### src/rtl/ram_dist_pkg.sv
// ram_dist_pkg: shared clear-FSM encoding and lane helpers for ram_dist_sdp
package ram_dist_pkg;
  localparam int MAX_W = 256;
  localparam int MAX_AW = $clog2(MAX_W);
  typedef enum logic {ST_IDLE, ST_CLEARING} state_t;
  function automatic int nlanes(input int width, input int lane_w);
    return width / lane_w;
  endfunction
  function automatic logic [MAX_W-1:0] lane_mask(input logic [MAX_W-1:0] be, input int lane_w);
    logic [MAX_W-1:0] m;
    m = '0;
    for (int i = 0; i < MAX_W; i++) m[MAX_AW'(i)] = be[MAX_AW'(i / lane_w)];
    return m;
  endfunction
endpackage

### src/rtl/ram_dist_sdp_if.sv
// ram_dist_sdp_if: write, read and clear signals of ram_dist_sdp
interface ram_dist_sdp_if import ram_dist_pkg::*; #(
  parameter int WIDTH = 8,
  parameter int LANE_W = 8,
  parameter int ADDR_W = 6
);
  localparam int NLANES = nlanes(WIDTH, LANE_W);
  logic WE;
  logic CLR;
  logic BUSY;
  logic [NLANES-1:0] BE;
  logic [ADDR_W-1:0] WA;
  logic [ADDR_W-1:0] RA;
  logic [WIDTH-1:0] D;
  logic [WIDTH-1:0] O;
  logic [WIDTH-1:0] OQ;
  modport master (output WE, BE, WA, D, RA, CLR, input O, OQ, BUSY);
  modport slave (input WE, BE, WA, D, RA, CLR, output O, OQ, BUSY);
endinterface

### src/rtl/ram_dist_clr_seq.sv
// ram_dist_clr_seq: walks every word once, issuing INIT_WORD writes while busy
module ram_dist_clr_seq import ram_dist_pkg::*; #(
  parameter int DEPTH = 64,
  parameter int ADDR_W = 6
) (
  input logic clk,
  input logic rst,
  input logic clr,
  output logic busy,
  output logic clr_we,
  output logic [ADDR_W-1:0] clr_addr
);
  localparam logic [ADDR_W-1:0] LAST = ADDR_W'(DEPTH - 1);
  state_t st = ST_IDLE;
  state_t st_nx;
  logic [ADDR_W-1:0] cnt = '0;
  logic [ADDR_W-1:0] cnt_nx;
  logic last;
  always_ff @(posedge clk) begin
    st <= rst ? ST_IDLE : st_nx;
    cnt <= rst ? '0 : cnt_nx;
  end
  always_comb begin
    last = cnt == LAST;
    st_nx = st == ST_IDLE ? (clr ? ST_CLEARING : ST_IDLE) : (last ? ST_IDLE : ST_CLEARING);
    cnt_nx = st == ST_CLEARING && !last ? cnt + 1'b1 : '0;
    busy = st == ST_CLEARING;
    clr_we = busy;
    clr_addr = cnt;
  end
endmodule

### src/rtl/ram_dist_sdp.sv
// ram_dist_sdp: simple-dual-port distributed RAM with lane enables, registered read and clear sequencer
module ram_dist_sdp import ram_dist_pkg::*; #(
  parameter int WIDTH = 8,
  parameter int LANE_W = 8,
  parameter int DEPTH = 64,
  parameter int ADDR_W = 6,
  parameter logic [WIDTH-1:0] INIT_WORD = '0,
  parameter bit IS_WCLK_INVERTED = 1'b1
) (
  input logic WCLK,
  input logic RST,
  ram_dist_sdp_if.slave bus
);
  localparam logic [ADDR_W:0] DEPTH_A = DEPTH[ADDR_W:0];
  logic aclk;
  logic busy;
  logic clr_we;
  logic w_en;
  logic [ADDR_W-1:0] clr_addr;
  logic [ADDR_W-1:0] w_addr;
  logic [WIDTH-1:0] w_data;
  logic [WIDTH-1:0] w_mask;
  logic [WIDTH-1:0] rd;
  logic [WIDTH-1:0] oq = '0;
  logic [WIDTH-1:0] mem [DEPTH] = '{default: INIT_WORD};
  assign aclk = IS_WCLK_INVERTED ? ~WCLK : WCLK;
  ram_dist_clr_seq #(.DEPTH(DEPTH), .ADDR_W(ADDR_W)) u_clr (
    .clk(aclk),
    .rst(RST),
    .clr(bus.CLR),
    .busy(busy),
    .clr_we(clr_we),
    .clr_addr(clr_addr)
  );
  always_comb begin
    w_en = busy ? clr_we : bus.WE && ({1'b0, bus.WA} < DEPTH_A);
    w_addr = busy ? clr_addr : bus.WA;
    w_data = busy ? INIT_WORD : bus.D;
    w_mask = busy ? '1 : WIDTH'(lane_mask(MAX_W'(bus.BE), LANE_W));
    rd = ({1'b0, bus.RA} < DEPTH_A) ? mem[bus.RA] : '0;
  end
  always_ff @(posedge aclk) begin
    if (!RST && w_en) mem[w_addr] <= (mem[w_addr] & ~w_mask) | (w_data & w_mask);
  end
  always_ff @(posedge aclk) begin
    oq <= RST ? '0 : rd;
  end
  assign bus.O = rd;
  assign bus.OQ = oq;
  assign bus.BUSY = busy;
endmodule

### src/flat_wrapper.sv
// flat-port wrapper written by rule: the top's interface ports become plain ports
module ram_dist_sdp_flat import ram_dist_pkg::*;
#(
  parameter int WIDTH = 8,
  parameter int LANE_W = 8,
  parameter int DEPTH = 64,
  parameter int ADDR_W = 6,
  parameter logic [WIDTH-1:0] INIT_WORD = '0,
  parameter bit IS_WCLK_INVERTED = 1'b1
)
  (WCLK, RST, bus_WE, bus_BE, bus_WA, bus_D, bus_RA, bus_CLR, bus_O, bus_OQ, bus_BUSY);
  ram_dist_sdp_if #(.WIDTH(WIDTH), .LANE_W(LANE_W), .ADDR_W(ADDR_W)) bus_i ();
  input logic WCLK;
  input logic RST;
  input wire logic [$bits(bus_i.WE)-1:0] bus_WE;
  input wire logic [$bits(bus_i.BE)-1:0] bus_BE;
  input wire logic [$bits(bus_i.WA)-1:0] bus_WA;
  input wire logic [$bits(bus_i.D)-1:0] bus_D;
  input wire logic [$bits(bus_i.RA)-1:0] bus_RA;
  input wire logic [$bits(bus_i.CLR)-1:0] bus_CLR;
  output wire logic [$bits(bus_i.O)-1:0] bus_O;
  output wire logic [$bits(bus_i.OQ)-1:0] bus_OQ;
  output wire logic [$bits(bus_i.BUSY)-1:0] bus_BUSY;
  assign bus_i.WE = bus_WE;
  assign bus_i.BE = bus_BE;
  assign bus_i.WA = bus_WA;
  assign bus_i.D = bus_D;
  assign bus_i.RA = bus_RA;
  assign bus_i.CLR = bus_CLR;
  assign bus_O = bus_i.O;
  assign bus_OQ = bus_i.OQ;
  assign bus_BUSY = bus_i.BUSY;
  ram_dist_sdp #(.WIDTH(WIDTH), .LANE_W(LANE_W), .DEPTH(DEPTH), .ADDR_W(ADDR_W), .INIT_WORD(INIT_WORD), .IS_WCLK_INVERTED(IS_WCLK_INVERTED)) u_core (.WCLK(WCLK), .RST(RST), .bus(bus_i));
endmodule
### config.mk
export PLATFORM = sky130hd
export DESIGN_NAME = ram_dist_sdp_flat
export DESIGN_NICKNAME = d
export VERILOG_FILES = /design/src/rtl/ram_dist_pkg.sv /design/src/rtl/ram_dist_sdp_if.sv /design/src/rtl/ram_dist_clr_seq.sv /design/src/rtl/ram_dist_sdp.sv /design/src/flat_wrapper.sv
export SDC_FILE = /design/constraint.sdc
export NUM_CORES = 1
export LEC_CHECK = 0
export CORE_MARGIN = 5
export CORE_UTILIZATION = 60
export CTS_CLUSTER_SIZE = 14
export DETAILED_ROUTE_END_ITERATION = 6
export PLACE_DENSITY_LB_ADDON = 0.08
export SKIP_LAST_GASP = 1
export SYNTH_ARGS = -nofsm -noshare
export SYNTH_HDL_FRONTEND = slang
export SYNTH_SLANG_ARGS = --single-unit
### constraint.sdc
create_clock -name WCLK -period 9.25 [get_ports WCLK]
set_input_delay 1.85 -clock WCLK [delete_from_list [all_inputs] [get_ports WCLK]]
set_output_delay 1.85 -clock WCLK [all_outputs]
set_load 0.01 [all_outputs]
==> reports/metrics.cfg, run 1 <==
[place]
gp_congestion = 0.998
hpwl_um = 60300
io_buffers = 41
dp_cells = 2247

[finish]
area_delta_synth_final_pct = 31.6
final_cells = 2900
finalNetCount = 2355
layout_commonest_cell = inv_1
drive_gt1_share_pct = 26.9
layout_common_cells = 545 x inv_1, 512 x edfxtp_1, 272 x buf_4

[timing]
slew_viol_final = 0
worst_slack_ps = -114
max_slew_margin_pct = 46.5
setup_viol = 78
fin_tns_setup_ps = -3340
finalHoldViolCount = 0
tightest_slew_ps = 803
rsz0062_at_grt = true
fin_worst_skew_ps = 45.2

[yosys]
yosysWarningCount = 0
yosysSeqAreaShare_pct = 64.7
synth_compound_area_share_pct = 9.41
synthAdderAreaFrac_pct = 0.0516
synth_mux_area_share_pct = 17.6
syn_area_per_cell_um2 = 16.1
ys.flop_type = edfxtp_1
synthesis.area_um2 = 24200
synth.net_count = 1534
ys_top_cells_by_area = edfxtp_1 63%, mux4_2 16%, a22oi_1 2.6%, nand2_1 2.3%, nor2_1 1.5%
yosysTopAreaCellShare_pct = 63.4
synth_top_family_by_area = multiplexers
syn_inst = 1508
synth_edf_count = 512
ys_async_sr_fraction_pct = 0
synth_cell_types = 60
synth.ff_latch_count = 527
synthXorXnorAreaFrac_pct = 0.145
yosysTopAreaCell = edfxtp_1
synthSimpleGateAreaFrac_pct = 5.83

[status]
status = finished with violations
violations = setup timing

[floorplan]
die_w_um = 211
core_area_um2 = 39800
ios = 42
fp.dieH_um = 211
row_count = 73
initial_core_util_pct = 60.9
dieArea_um2 = 44500

[worst_setup_path]
end_kind = primary output
required_ps = 7400
crit_fanout = 2
cp_data_arrival_time_ps = 7510
cp-start-kind = flip-flop
reg2reg_depth = 10
path_class = reg -> out

[global_route]
grt_usage_pct = 40.8
grt_pass1_vias = 20600
grt_max_degree = 49
antenna_found_initial = 6
grt_pass1_wl_um = 130000
grt_overflow = 0

[clock_network]
hold_buffers = 0
cts_tree = yes
clk_transition_reported_paths_ps = 60
cts_max_path_buffers = 3
cts_sinks = 527
clockRootBuffer = clkbuf_16
cts_made_buffers = 54
h-tree-depth = 2
insertion_delay_ps = 670

[drt]
ant_nets = 0
wire_per_inst_um = 31.3
drt_iter0_markers = 3746
drcViolationCount = 0
dr.pass1.iters = 7
viasPerCell = 6.86
num_vias = 19900
drt_wl_total_um = 90700

[worst_hold_path]
hold_depth = 2
hold_path_class = reg -> reg

[pwr]
ir_drop_mv = 0.195
p_leak_nw = 13.0
power_density_nw_per_um2 = 211

[job]
drv_cap = 0

sequential cells by signal (all words and copies together) (netlist names):
signal,count
u_core.u_clr.busy,1
u_core.mem,512
u_core.u_clr.clr_addr,6
u_core.bus.OQ,8
cell usage after synthesis (4+ instances only):
master,count
clkbuf_1,55
mux4_2,169
or2_2,6
a21oi_1,42
nand3_1,32
mux2i_1,29
a222oi_1,27
and3_1,4
a221oi_1,23
dfxtp_1,15
nor3_1,4
a22o_1,21
mux2_2,13
buf_1,15
o2bb2ai_1,11
nand2_1,148
a31oi_1,33
edfxtp_1,512
buf_2,46
nor2_1,96
nor4_1,8
inv_1,10
a22oi_1,84
a311oi_1,7
nor2b_1,10
o21ai_0,24
a211oi_1,5
o22ai_1,4
logic make-up after synthesis:
group                    count (synthesis)
buffers and inverters                  129
multiplexers                           213
flip-flops                             527
AO/OA/AOI/OAI                          309
XOR/XNOR                                 4
adder cells (fa/ha/maj)                  1
AND/OR/NAND/NOR                        325
final timing paths:
path,from,endpoint,slack (ps)
worst max-delay path,u_core.mem[34][5],bus_O[5],-110
worst min-delay path,u_core.u_clr.clr_addr[4],u_core.u_clr.clr_addr[4],640
worst max register to register,u_core.u_clr.busy,u_core.mem[6][3],5230
worst min register to register,u_core.u_clr.clr_addr[4],u_core.u_clr.clr_addr[4],640
worst max-delay path: stages (launching register included):
cell and delay [ps]:
edfxtp_1 410, mux4_2 570, mux4_2 550, mux4_2 550
buf_6 150
through the flow:
step	utilization [%]	worst slack [ps]	power (mW)	hold slack, ps	area (um^2)
after global placement	69.7	-898	3.76	616	27800
after detailed placement	69.7	-993	3.77	628	27800
after CTS	79.8	-92.3	6.73	640	31800
final	80.1	-114	6.73	642	31900
after global routing	80.1	-148	7.08	654	31900
after floorplan	-	-177	3.42	530	24500
per-layer routing:
layer / track usage [%] / up-vias / wire, um
li1: - / 7913 / -
met1: 51.4 / 9570 / 29200
met2: 59.4 / 2023 / 40600
met3: 15.8 / 381 / 14400
met4: 26.9 / 6 / 6410
met5: 0 / - / 31
repair_timing:
| item | in CTS | in global routing |
|---|---|---|
| pin swaps | 2 | 2 |
| setup buffers | 16 | 9 |
| gates resized for setup | 47 | 9 |
| cloned | 0 | 0 |
| setup endpoints to repair | 308 | 420 |
power breakdown:
group / internal [mW] / leakage (nW) / switching, mW
Sequential: 2.70 / 4.78 / 0.00688
Clock: 1.69 / 3.72 / 1.59
Combinational: 0.300 / 4.50 / 0.434
Total: 4.70 / 13.0 / 2.03
cell type report:
class	count	area (um^2)
Tap cell	525	657
Clock inverter	570	2440
Antenna cell	2	5.00
Fill cell	2198	7920
Inverter	9	33.8
Sequential cell	527	15700
Clock buffer	57	1430
Multi-Input combinational cell	852	8300
Timing Repair Buffer	358	3370
Power figures use the tool's default switching activity.
==> run 2, diff against run 1 <==
--- a/config.mk
+++ b/config.mk
@@ -5,6 +5,7 @@
 export SDC_FILE = /design/constraint.sdc
 export NUM_CORES = 1
 export LEC_CHECK = 0
+export CAP_MARGIN = 10
 export CORE_MARGIN = 5
 export CORE_UTILIZATION = 60
 export CTS_CLUSTER_SIZE = 14
==> results of run 2 <==
Final layout, timing and power as in run 1 (identical DEF).
